### src/rtl/aes_uart_frame_loader_if.sv
// aes_uart_frame_loader_if: UART RX byte strobe in, 128-bit plaintext/key block handshake out.
interface aes_uart_frame_loader_if;
    logic [7:0]   rx_data;
    logic         rx_valid;
    logic         blk_ready;
    logic         blk_valid;
    logic [127:0] plaintext;
    logic [127:0] key;
    logic         busy;
    logic         err;
    logic [1:0]   err_code;
    modport master (
        output rx_data, rx_valid, blk_ready,
        input  blk_valid, plaintext, key, busy, err, err_code
    );
    modport slave (
        input  rx_data, rx_valid, blk_ready,
        output blk_valid, plaintext, key, busy, err, err_code
    );
endinterface

### src/rtl/aes_uart_frame_loader.sv
// aes_uart_frame_loader: hunts a header byte, then collects 16 plaintext + 16 key bytes (MSB first) into a block.
// Define AES_LOADER_CHECKSUM_EN to require a trailing XOR checksum byte, verified in a CHECK state.
module aes_uart_frame_loader #(
    parameter logic [7:0] HEADER_BYTE = 8'hA5,
    parameter int         TIMEOUT_CYC = 100000
) (
    input logic                    clk,
    input logic                    rst_n,
    aes_uart_frame_loader_if.slave bus
);
    localparam int TW = $clog2(TIMEOUT_CYC);
    localparam logic [TW-1:0] T_LAST = TW'(TIMEOUT_CYC - 1);
    typedef enum logic [2:0] {IDLE, LOAD_PT, LOAD_KEY, CHECK, PRESENT} state_t;
    state_t        state, state_nx;
    logic [3:0]    cnt;
    logic [TW-1:0] timer;
    logic [127:0]  pt_sr, key_sr, key_nx;
    logic          loading, shifting, last, tmo, ovr, ck_bad;
    logic [1:0]    code_nx;
    assign loading  = state inside {LOAD_PT, LOAD_KEY, CHECK};
    assign shifting = bus.rx_valid && (state == LOAD_PT || state == LOAD_KEY);
    assign last     = cnt == 4'd15;
    // A byte arriving in the expiry cycle wins over the timeout.
    assign tmo      = loading && !bus.rx_valid && timer == T_LAST;
    assign ovr      = state == PRESENT && bus.rx_valid;
    assign key_nx   = {key_sr[119:0], bus.rx_data};
`ifdef AES_LOADER_CHECKSUM_EN
    logic [7:0] csum;
    logic       csum_ok;
    assign csum_ok = csum == bus.rx_data;
    assign ck_bad  = state == CHECK && bus.rx_valid && !csum_ok;
    always_ff @(posedge clk or negedge rst_n)
        if (!rst_n) csum <= '0;
        else if (state == IDLE) csum <= '0;
        else if (shifting) csum <= csum ^ bus.rx_data;
`else
    assign ck_bad = 1'b0;
`endif
    assign code_nx = tmo ? 2'b01 : ovr ? 2'b10 : ck_bad ? 2'b11 : 2'b00;

    always_ff @(posedge clk or negedge rst_n)
        if (!rst_n) state <= IDLE;
        else state <= state_nx;

    always_comb begin
        state_nx = state;
        if (tmo) state_nx = IDLE;
        else case (state)
            IDLE:     if (bus.rx_valid && bus.rx_data == HEADER_BYTE) state_nx = LOAD_PT;
            LOAD_PT:  if (bus.rx_valid && last) state_nx = LOAD_KEY;
`ifdef AES_LOADER_CHECKSUM_EN
            LOAD_KEY: if (bus.rx_valid && last) state_nx = CHECK;
            CHECK:    if (bus.rx_valid) state_nx = csum_ok ? PRESENT : IDLE;
`else
            LOAD_KEY: if (bus.rx_valid && last) state_nx = PRESENT;
`endif
            PRESENT:  if (bus.blk_ready) state_nx = IDLE;
            default:  state_nx = IDLE;
        endcase
    end

    always_comb begin
        bus.blk_valid = state == PRESENT;
        bus.busy      = state != IDLE;
    end

    // Outputs are loaded only on entry to PRESENT so they stay stable while the next frame streams in.
    always_ff @(posedge clk or negedge rst_n) begin
        if (!rst_n) begin
            cnt           <= '0;
            timer         <= '0;
            pt_sr         <= '0;
            key_sr        <= '0;
            bus.plaintext <= '0;
            bus.key       <= '0;
            bus.err       <= 1'b0;
            bus.err_code  <= 2'b00;
        end else begin
            cnt   <= state_nx == IDLE ? 4'd0 : cnt + 4'(shifting);
            timer <= loading && !bus.rx_valid && !tmo ? timer + 1'b1 : '0;
            if (shifting && state == LOAD_PT) pt_sr <= {pt_sr[119:0], bus.rx_data};
            if (shifting && state == LOAD_KEY) key_sr <= key_nx;
            if (state_nx == PRESENT && state != PRESENT) begin
                bus.plaintext <= pt_sr;
                bus.key       <= state == LOAD_KEY ? key_nx : key_sr;
            end
            bus.err      <= |code_nx;
            bus.err_code <= code_nx;
        end
    end
endmodule
### src/flat_wrapper.sv
// flat-port wrapper written by rule: the top's interface ports become plain ports
module aes_uart_frame_loader_flat 
#(
    parameter logic [7:0] HEADER_BYTE = 8'hA5,
    parameter int         TIMEOUT_CYC = 100000
)
  (clk, rst_n, bus_rx_data, bus_rx_valid, bus_blk_ready, bus_blk_valid, bus_plaintext, bus_key, bus_busy, bus_err, bus_err_code);
  aes_uart_frame_loader_if bus_i ();
  input logic clk;
  input logic rst_n;
  input wire logic [$bits(bus_i.rx_data)-1:0] bus_rx_data;
  input wire logic [$bits(bus_i.rx_valid)-1:0] bus_rx_valid;
  input wire logic [$bits(bus_i.blk_ready)-1:0] bus_blk_ready;
  output wire logic [$bits(bus_i.blk_valid)-1:0] bus_blk_valid;
  output wire logic [$bits(bus_i.plaintext)-1:0] bus_plaintext;
  output wire logic [$bits(bus_i.key)-1:0] bus_key;
  output wire logic [$bits(bus_i.busy)-1:0] bus_busy;
  output wire logic [$bits(bus_i.err)-1:0] bus_err;
  output wire logic [$bits(bus_i.err_code)-1:0] bus_err_code;
  assign bus_i.rx_data = bus_rx_data;
  assign bus_i.rx_valid = bus_rx_valid;
  assign bus_i.blk_ready = bus_blk_ready;
  assign bus_blk_valid = bus_i.blk_valid;
  assign bus_plaintext = bus_i.plaintext;
  assign bus_key = bus_i.key;
  assign bus_busy = bus_i.busy;
  assign bus_err = bus_i.err;
  assign bus_err_code = bus_i.err_code;
  aes_uart_frame_loader #(.HEADER_BYTE(HEADER_BYTE), .TIMEOUT_CYC(TIMEOUT_CYC)) u_core (.clk(clk), .rst_n(rst_n), .bus(bus_i));
endmodule
### config.mk
export PLATFORM = sky130hd
export DESIGN_NAME = aes_uart_frame_loader_flat
export DESIGN_NICKNAME = d
export VERILOG_FILES = /design/src/rtl/aes_uart_frame_loader_if.sv /design/src/rtl/aes_uart_frame_loader.sv /design/src/flat_wrapper.sv
export SDC_FILE = /design/constraint.sdc
export NUM_CORES = 1
export LEC_CHECK = 0
export ABC_AREA = 1
export CORE_MARGIN = 5
export CORE_UTILIZATION = 48
export DETAILED_ROUTE_END_ITERATION = 12
export GPL_ROUTABILITY_DRIVEN = 1
export GPL_TIMING_DRIVEN = 0
export MAX_ROUTING_LAYER = met4
export PLACE_DENSITY = 0.71
export SYNTH_ARGS = -nofsm -noshare
export SYNTH_HDL_FRONTEND = slang
export SYNTH_SLANG_ARGS = --single-unit
### constraint.sdc
create_clock -name clk -period 2.4 [get_ports clk]
set_clock_uncertainty 0.1 [all_clocks]
set_input_delay 0.36 -clock clk [delete_from_list [all_inputs] [get_ports clk]]
set_output_delay 0.36 -clock clk [all_outputs]
set_load 0.01 [all_outputs]
==> results of run 1 <==
==> cells by family (layout without fill, tap and decap cells) <==
family / count (synthesis) / in the layout
simple gates: 766 / 766
flops: 539 / 539
compound gates: 510 / 510
buf+inv: 420 / 800
xor+xnor: 11 / 11
fa+ha+maj: 3 / 3
==> repair_timing <==
| action | CTS | global route |
|---|---|---|
| endpoints found under the hold margin | 60 | 0 |
| hold buffers | 1 | 0 |
| setup endpoints to repair | 1 | 144 |
| gates resized for setup | 2 | 5 |
| setup buffers | 0 | 0 |
==> worst paths after layout <==
| kind | from | to | slack (ns) | cells after the start |
|---|---|---|---|---|
| max | bus_rx_valid | u_core.bus.plaintext[104] | 0.16 | 10 |
| min | rst_n | u_core.bus.plaintext[99] | 0.22 | 2 |
| min in group clk | bus_rx_data[3] | u_core.key_sr[3] | 0.35 | 3 |
| max reg2reg | u_core.state[2] | u_core.bus.plaintext[104] | 0.20 | 8 |
| max in group asynchronous | rst_n | u_core.bus.key[71] | 0.47 | 4 |
| min reg2reg | u_core.timer[0] | u_core.timer[0] | 0.37 | 1 |
==> cell type report <==
class / instances / area [um2]
Buffer: 141 / 632
Clock buffer: 81 / 1690
Clock inverter: 22 / 333
Fill cell: 3664 / 17200
Inverter: 279 / 1050
Multi-Input combinational cell: 1290 / 6090
Sequential cell: 539 / 13500
Tap cell: 592 / 741
Timing Repair Buffer: 277 / 2850
==> worst reg2reg max path: cells and delay by family (launching register included) <==
family | cells | cell delay [ns]
buf+inv | 4 | 1.07
simple gates | 3 | 0.44
flops | 1 | 0.38
compound gates | 1 | 0.12
==> cells in the mapped netlist <==
master	number
clkbuf_1	87
xor2_1	9
inv_2	2
o21a_1	2
a41oi_1	128
a21oi_1	2
dfrtp_1	539
inv_1	277
nand2_1	570
buf_2	35
nor3_1	7
ha_1	3
o21ai_1	102
nand4_1	2
buf_4	15
o21ai_0	276
xnor2_1	2
nand3_1	14
buf_1	4
nor2_1	170
nor2_2	2
nor3b_1	1
==> sequential cells by signal, summed over array words and instances (netlist names) <==
name,flops
u_core.bus.key,128
u_core.bus.plaintext,128
u_core.key_sr,128
u_core.pt_sr,128
u_core.timer,17
u_core.cnt,4
u_core.state,3
u_core.bus.err_code,2
u_core.bus.err,1
==> per-stage QoR <==
stage	power (mW)	setup slack, ns	instances
finish	20.3	0.161	3221
global route	21.1	0.0335	3221
CTS	20.5	0.0777	3221
detailed placement	11.1	-0.378	3117
global placement	11.1	-22.34	3113
floorplan	10.6	0.591	2249
==> power groups by stage <==
stage                     combinational [mW]  sequential, mW  clock, mW
after floorplan                        0.661            9.89          0
after CTS                               1.13            9.84       9.48
final                                   1.12            9.86       9.31
after global placement                  1.07            10.0          0
after global routing                    1.31            9.90       9.91
after detailed placement                1.12            10.0          0
==> metal layers <==
metal  wire (um)  GRT usage  share of wire  up-vias
li1            -          -              -     7939
met1       24300      0.323           0.43     8353
met2       26700      0.378           0.47      528
met3        4100     0.0491          0.073      118
met4        1400     0.0711          0.025        0
met5           0          -              0        -
==> metrics, run 1 <==
result of the run=finished, final reports clean; Worst Path Arrival=2.60 ns; Synth Area in Simple Gates=0.137; post-synthesis mux area share=0; Placed Area=0.0248 mm2; clk buf depth=3; Avg Inst Size Synth=9.45 um2; layout cells sized above 1=0.0609; worst path cell trace=clkdlybuf4s50_1, nand3_1, nor2_2, inv_2, nor2_2, inv_2, clkbuf_1, buf_2, nand2_1, o21ai_1; final setup fails=0; clock-pin slew on the worst setup and hold paths=0.06 ns; Final period util=0.933; synth top area cells=dfrtp_1 63%, nand2_1 10%, o21ai_0 6.5%; pwr/cell area=755 mW/mm2; cts bufs inserted=55; sequential fraction of the synthesis area=0.635; CP Launch Type=primary input; CTS tree=done; syn_nets=2264; most frequent cells in the layout=570 x nand2_1, 539 x dfrtp_1, 277 x inv_1; Crit path max-delay family=buffers and inverters; Yosys cell types=22; Slew Viols, Final=0; DP Wirelength=39500 um; num rows=77; Sw Share=0.234; antenna viol nets, final=0; Compound-Gate Fraction of Synth Area=0.143; Min Hold Slack=0.215 ns; adder-cell share of the synthesized area=0.00177; Post-Synthesis Cells=2249; P&R area growth vs syn=26.4%; nets=2598; Worst setup EP type=register; worst skew pair latency=0.59 ns; pin count of the biggest net entering global routing=130; Peak VDD IR=0.000605 V; # H-tree levels=2; fin area=0.0269 mm2; global route overflow=0; initial antenna violation count=0; mapped cell area=0.0213 mm2; critical setup path kind=primary input to register; final setup TNS=0 ns; CTS Sinks=539; DRC=0; core region area=0.0440 mm2; vias per cell=5.26; DR WL/cell=17.5 um; Yosys warning count=0; Die X-Extent=220 um; Critical Path Max Stage Delay=0.68 ns; GPL Wtd Cong=0.876; DR pass1 iterations=5; area leader, netlist=dfrtp_1; min Tclk post-route=2.24 ns; Max Freq=447 MHz; commonest non-fill, non-tap cell in the layout=nand2_1; Req. time, crit path=2.76 ns; first-pass GRT wire length=92000 um; Via Count=16938; Chip Height=220 um; worst min path class=primary input to async pin; io pins=273; Post-Route WL=56500 um; Buf+Inv Stages, Crit Path=5; worst slew pin tran=0.744 ns; Reg power frac=0.486; RSZ-0062 raised after global routing=no; Slew HR=0.504; # diodes=0; initial DRC count=1706; XOR/XNOR share of the synthesized area=0.00453; #FFs+latches synth=539; Max Cap Violations=0; CTS Root Cell=clkbuf_16; Synth top area share=0.635; leak pwr=11.6 nW; Die ar.=0.0486 mm2; Starting Density=0.483; vias in the first global route=17210; total track usage=0.241; Slowest-stage cell, CP=clkdlybuf4s50_1; main combinational cell family by area after synthesis=compound AO/OA/AOI/OAI gates; clock network power share=0.459; Final Hold Vio Count=0; worst-path maximum fanout=10; combinational share of power=0.055; P_int=15.5 mW; final core occ=0.610; Port Buffers=272; P_sw=4.74 mW
No activity file was read; power rests on OpenSTA's default activity.
==> run 2, diff against run 1 <==
--- a/config.mk
+++ b/config.mk
@@ -6,8 +6,10 @@
 export NUM_CORES = 1
 export LEC_CHECK = 0
 export ABC_AREA = 1
+export ABC_CLOCK_PERIOD_IN_PS = 2400
 export CORE_MARGIN = 5
 export CORE_UTILIZATION = 48
+export CTS_CLUSTER_DIAMETER = 30
 export DETAILED_ROUTE_END_ITERATION = 12
 export GPL_ROUTABILITY_DRIVEN = 1
 export GPL_TIMING_DRIVEN = 0
==> run 2 against run 1 <==
Core utilization increased by 4.2 points. Register-to-register slack improved by 0.02 ns. Final cell count increased by 3.0%. Critical path type is now register to output pin. Highest routed layer unchanged.
==> metrics, run 2 (synthesized netlist as in run 1, its figures left out) <==
num rows=77 (unchanged); fin area=0.0287 mm2 (was 0.0269 mm2); worst path cell trace=nor2_2, nand2_1, clkdlybuf4s50_1 (was clkdlybuf4s50_1, nand3_1, nor2_2, inv_2, nor2_2, inv_2, clkbuf_1, buf_2, nand2_1, o21ai_1); Final period util=0.938 (was 0.933); final core occ=0.652 (was 0.610); result of the run=finished, final reports clean (unchanged); Die X-Extent=220 um (unchanged); Max Freq=444 MHz (was 447 MHz); CTS Root Cell=clkbuf_16 (unchanged); final setup TNS=0 ns (unchanged); met1 wire length=24400 um (was 24300 um); Die ar.=0.0486 mm2 (unchanged); worst skew pair latency=0.63 ns (was 0.59 ns); most frequent cells in the layout=570 x nand2_1, 539 x dfrtp_1, 277 x inv_1 (unchanged); DR top layer=met4 (unchanged); Worst setup EP type=output pin (was register); Critical Path Max Stage Delay=0.51 ns (was 0.68 ns); antenna viol nets, final=0 (unchanged); post-place setup slack=-0.378 ns (unchanged); Min Hold Slack=0.175 ns (was 0.215 ns); vias in the first global route=18027 (was 17210); CTS Sinks=539 (unchanged); GPL Wtd Cong=0.876 (unchanged); Starting Density=0.483 (unchanged); fin cells=3319 (was 3221); DR pass1 iterations=5 (unchanged); pin count of the biggest net entering global routing=130 (unchanged); clk buf depth=3 (unchanged); dpl cells=3117 (unchanged); Slew Viols, Final=0 (unchanged); vias per cell=5.30 (was 5.26); first-pass GRT wire length=95300 um (was 92000 um); initial antenna violation count=0 (unchanged); # H-tree levels=3 (was 2); Placed Area=0.0248 mm2 (unchanged); setup ws final=0.149 ns (was 0.161 ns); total track usage=0.251 (was 0.241); min Tclk post-route=2.25 ns (was 2.24 ns); nets=2649 (was 2598); worst-path maximum fanout=3 (was 10); Worst Path Arrival=1.79 ns (was 2.60 ns); initial DRC count=1804 (was 1706); Max Cap Violations=0 (unchanged); leak pwr=12.5 nW (was 11.6 nW); worst slew pin tran=0.716 ns (was 0.744 ns); Tot Pwr=26.7 mW (was 20.3 mW); # diodes=0 (unchanged); Post-Route WL=59100 um (was 56500 um); fill cell count=3379 (was 3664); P&R area growth vs syn=35.2% (was 26.4%); DR WL/cell=17.8 um (was 17.5 um); Peak VDD IR=0.000603 V (was 0.000605 V); global route overflow=0 (unchanged); core region area=0.0440 mm2 (unchanged); final setup fails=0 (unchanged); CTS tree=done (unchanged); Port Buffers=272 (unchanged); critical setup path kind=register to output pin (was primary input to register); Req. time, crit path=1.94 ns (was 2.76 ns); CP Launch Type=register (was primary input); Detail Route met2 WL=28500 um (was 26700 um); met3 wire length=4740 um (was 4100 um); Chip Height=220 um (unchanged); DRC=0 (unchanged); area of the multi-input gates=0.00609 mm2 (unchanged); io pins=273 (unchanged); commonest non-fill, non-tap cell in the layout=nand2_1 (unchanged); Via Count=17599 (was 16938); DP Wirelength=39500 um (unchanged); Slowest-stage cell, CP=clkdlybuf4s50_1 (unchanged); clock-pin slew on the worst setup and hold paths=0.06 ns (about the same); cts bufs inserted=106 (was 55); RSZ-0062 raised after global routing=no (unchanged); FF+latch area=0.0135 mm2 (unchanged); Final Hold Vio Count=0 (unchanged); pwr/cell area=931 mW/mm2 (was 755 mW/mm2); Slew HR=0.523 (was 0.504); worst min path class=primary input to async pin (unchanged); layout cells sized above 1=0.0939 (was 0.0609)
==> run 2: worst max-delay path: cells and delay by family, from the launching register on <==
family,cells,cell delay (ns)
simple gates,2,0.25
buf+inv,1,0.51
flops,1,0.41
==> run 2: final cells by class <==
| class | instances | area share |
|---|---|---|
| plain buffers | 141 | 0.0220 |
| multi-input cells | 1290 | 0.212 |
| inverters | 279 | 0.0365 |
| clock buffers | 125 | 0.0994 |
| well taps | 592 | 0.0258 |
| flip-flops and latches | 539 | 0.470 |
| clock inverters | 76 | 0.0355 |
| repair buffers | 277 | 0.0991 |
==> run 2: timing repair <==
item | 4_1_cts | 5_1_grt
endpoints found under the setup margin | 2 | 50
hold buffers | 1 | 0
pin swaps | 0 | 0
resized for setup | 3 | 3
buffers inserted | 0 | 0
hold endpoints to repair | 60 | 0
==> run 2: power by group <==
group	switching, mW	internal (mW)	total [mW]
combinational	0.809	0.324	1.13
sequential	0.368	9.52	9.89
clock	5.02	10.7	15.7
total	6.20	20.5	26.7
==> run 2: layer usage <==
metal  global-route usage  up-vias
li1                     -     8093
met1                0.326     8697
met2                0.393      695
met3               0.0571      114
met4               0.0899        0
met5                    -        -
==> run 2: final timing paths <==
kind,startpoint,slack [ns],end,cells past startpoint
worst max-delay path,u_core.state[1],0.15,bus_busy,3
max in group asynchronous,rst_n,0.51,u_core.bus.key[77],4
min in group clk,bus_rx_data[3],0.32,u_core.key_sr[3],3
worst min register to register,u_core.bus.plaintext[124],0.37,u_core.bus.plaintext[124],2
worst min-delay path,rst_n,0.17,u_core.bus.plaintext[98],2
worst max register to register,u_core.state[2],0.22,u_core.bus.plaintext[104],8
==> run 3, diff against run 2 <==
--- a/config.mk
+++ b/config.mk
@@ -5,7 +5,6 @@
 export SDC_FILE = /design/constraint.sdc
 export NUM_CORES = 1
 export LEC_CHECK = 0
-export ABC_AREA = 1
 export ABC_CLOCK_PERIOD_IN_PS = 2400
 export CORE_MARGIN = 5
 export CORE_UTILIZATION = 48
==> run 3 against run 2 <==
Wire length down 22%. Non-clock buffer count down 82. Synthesized cell count down 47%. Combinational power up 9%. Core utilization up 1.1 points. Via count down 35%. Global-route usage down 4.8 points. Area after synthesis down 3.7%. Count of clock-buffer cells in the layout up 3. Sequential power up 7%. Critical path depth unchanged. Largest cell class unchanged. Largest power group unchanged.
==> metrics, run 3 <==
global route overflow=0 (unchanged); sequential fraction of the synthesis area=0.649 (was 0.635); area leader, netlist=dfrtp_1 (unchanged); antenna viol nets, final=0 (unchanged); io pins=273 (unchanged); Largest regs=u_core.bus.key x128, u_core.bus.plaintext x128, u_core.pt_sr x128; result of the run=finished, final reports clean (unchanged); Starting Density=0.487 (was 0.483); Post-Route WL=45900 um (was 59100 um); Req. time, crit path=1.94 ns (about the same); Post-CTS Setup Inserts=0 (unchanged); Post-synth EDFFs=0 (unchanged); worst r2r src=u_core.state[2] (unchanged); pwr/cell area=985 mW/mm2 (was 931 mW/mm2); core region area=0.0420 mm2 (was 0.0440 mm2); fin cells=2218 (was 3319); initial DRC count=521 (was 1804); worst-path maximum fanout=10 (was 3); synth top area cells=dfrtp_1 65%, mux2_2 15%, mux2_1 7.7% (was dfrtp_1 63%, nand2_1 10%, o21ai_0 6.5%); clk buf depth=3 (unchanged); R2R setup slack=0.17 ns (was 0.22 ns); num rows=75 (was 77); # H-tree levels=3 (unchanged); RR Endpoint=u_core.key_sr[107] (was u_core.bus.plaintext[104]); layout cells sized above 1=0.373 (was 0.0939); Die ar.=0.0469 mm2 (was 0.0486 mm2); # diodes=0 (unchanged); P&R area growth vs syn=36.2% (was 35.2%); pin count of the biggest net entering global routing=129 (was 130); most frequent cells in the layout=530 x dfrtp_1, 269 x clkdlybuf4s50_1, 265 x mux2_2 (was 570 x nand2_1, 539 x dfrtp_1, 277 x inv_1); worst min path class=primary input to async pin (unchanged); first-pass GRT wire length=73500 um (was 95300 um); cell with the most instances after synthesis=dfrtp_1 (was nand2_1); Slew Viols, Final=0 (unchanged); post-place setup slack=-0.279 ns (was -0.378 ns); cts bufs inserted=106 (unchanged); Synth top cells by count=531 x dfrtp_1, 265 x mux2_2, 140 x mux2_1, 100 x mux2_4, 27 x buf_2 (was 570 x nand2_1, 539 x dfrtp_1, 277 x inv_1, 276 x o21ai_0, 170 x nor2_1); clock-pin slew on the worst setup and hold paths=0.05 ns (was 0.06 ns); mapped cell area=0.0205 mm2 (was 0.0213 mm2); Yosys cell types=32 (was 22); final setup TNS=0 ns (unchanged); Async SR Flop Fraction=1.00 (unchanged); Final period util=0.945 (was 0.938); top_reg_cell synth=dfrtp_1 (unchanged); Die X-Extent=217 um (was 220 um); DP Wirelength=31200 um (was 39500 um); Avg Inst Size Synth=17.0 um2 (was 9.45 um2); Slew HR=0.519 (was 0.523); CTS Root Cell=clkbuf_16 (unchanged); GPL Wtd Cong=0.800 (was 0.876); Worst setup EP type=output pin (unchanged); worst slew pin tran=0.715 ns (was 0.716 ns); final setup fails=0 (unchanged); Yosys warning count=0 (unchanged); Worst Path Arrival=1.81 ns (was 1.79 ns); Post-Synthesis Cells=1201 (was 2249); Final Hold Vio Count=0 (unchanged); CP Launch Type=register (unchanged); commonest non-fill, non-tap cell in the layout=dfrtp_1 (was nand2_1); vias in the first global route=12786 (was 18027); total track usage=0.204 (was 0.251); DR pass1 iterations=4 (was 5); Via Count=11368 (was 17599); initial antenna violation count=0 (unchanged); dpl cells=2016 (was 3117); leak pwr=13.8 nW (was 12.5 nW); critical setup path kind=register to output pin (unchanged); min Tclk post-route=2.27 ns (was 2.25 ns); syn_nets=1216 (was 2264); RSZ-0062 raised after global routing=no (unchanged); Peak VDD IR=0.000747 V (was 0.000603 V); Chip Height=217 um (was 220 um); CTS Sinks=531 (was 539); CTS tree=done (unchanged); Max Cap Violations=0 (unchanged); nets=1601 (was 2649); #FFs+latches synth=531 (was 539); Port Buffers=272 (unchanged); Synth top area share=0.649 (was 0.635); setup ws final=0.132 ns (was 0.149 ns); DR WL/cell=20.7 um (was 17.8 um); worst skew pair latency=0.63 ns (about the same); R2R cell count=6 (was 8); Max Freq=441 MHz (was 444 MHz); DRC=0 (unchanged); vias per cell=5.13 (was 5.30)
## run 3: cell count changes after synthesis, moves of 11 or more
| cell | delta |
|---|---|
| nand2_1 | -566 |
| o21ai_0 | -276 |
| inv_1 | -274 |
| mux2_2 | +265 |
| nor2_1 | -145 |
| mux2_1 | +140 |
| a41oi_1 | -128 |
| o21ai_1 | -102 |
| mux2_4 | +100 |
| clkbuf_1 | -86 |
| buf_6 | +24 |
| xnor2_1 | +11 |
## run 3: through the flow
step / power (mW) / instance area (um2) / hold WS [ns] / utilization
2_1_floorplan: 11.3 / 20500 / -0.0356 / -
3_3_place_gp: 11.9 / 23900 / 0.363 / 0.568
3_5_place_dp: 12.0 / 24000 / 0.307 / 0.571
4_1_cts: 27.8 / 27900 / 0.237 / 0.663
5_1_grt: 28.5 / 27900 / 0.267 / 0.664
6_report: 27.5 / 27900 / 0.223 / 0.664
## run 3: cells by family (layout without fill, tap and decap cells)
| family | count (synthesis) | after routing | synth area share |
|---|---|---|---|
| and+or+nand+nor | 80 | 80 | 0.0219 |
| muxes | 505 | 505 | 0.296 |
| xor gates and xnor gates | 17 | 17 | 0.00727 |
| adders and majority gates | 3 | 3 | 0.00183 |
| buffers and inverters | 62 | 540 | 0.0231 |
| AOI/OAI and AO/OA | 3 | 3 | 0.000795 |
| DFF | 531 | 531 | 0.649 |
## run 3: final cells by class
cell class                      instances  area [um2]
Buffer                                 59         464
Clock buffer                          128        2900
Multi-Input combinational cell        608        6720
Sequential cell                       531       13300
Timing Repair Buffer                  277        2850
Fill cell                            2928       14100
Clock inverter                         73         996
Inverter                                3        11.3
Tap cell                              539         674
## run 3: how the worst max path moves through the flow
stage | start | endpoint | slack, ns
6_report | u_core.state[2] | bus_busy | 0.13
5_1_grt | u_core.state[2] | bus_busy | 0.01
4_1_cts | u_core.state[2] | u_core.key_sr[37] | 0.07
3_5_place_dp | bus_rx_valid | u_core.key_sr[33] | -0.28
3_3_place_gp | rst_n | u_core.bus.plaintext[44] | -22.05
2_1_floorplan | u_core.state[2] | u_core.key_sr[78] | 0.69
## run 3: per-layer routing
| layer | vias up | part of all wire | GRT usage |
|---|---|---|---|
| li1 | 5098 | - | - |
| met1 | 5925 | 0.43 | 0.253 |
| met2 | 279 | 0.49 | 0.323 |
| met3 | 66 | 0.067 | 0.0689 |
| met4 | 0 | 0.016 | 0.0572 |
| met5 | - | 0 | - |
## run 3: where the power goes
part	internal [mW]	switching (mW)	total (mW)
combinational	0.762	0.467	1.23
sequential	9.87	0.752	10.6
clock	10.7	4.92	15.6
## run 3: what timing repair did
item                                    4_1_cts  5_1_grt
gates resized for setup                       4        1
cloned                                        0        0
endpoints found under the setup margin        2        8
endpoints found under the hold margin        87        0
hold buffers                                  1        0
## run 3: critical path: stages (launching register included)
cell	delay, ns
dfrtp_1	0.36
buf_2	0.17
or3_1	0.36
dlygate4sd2_1	0.31
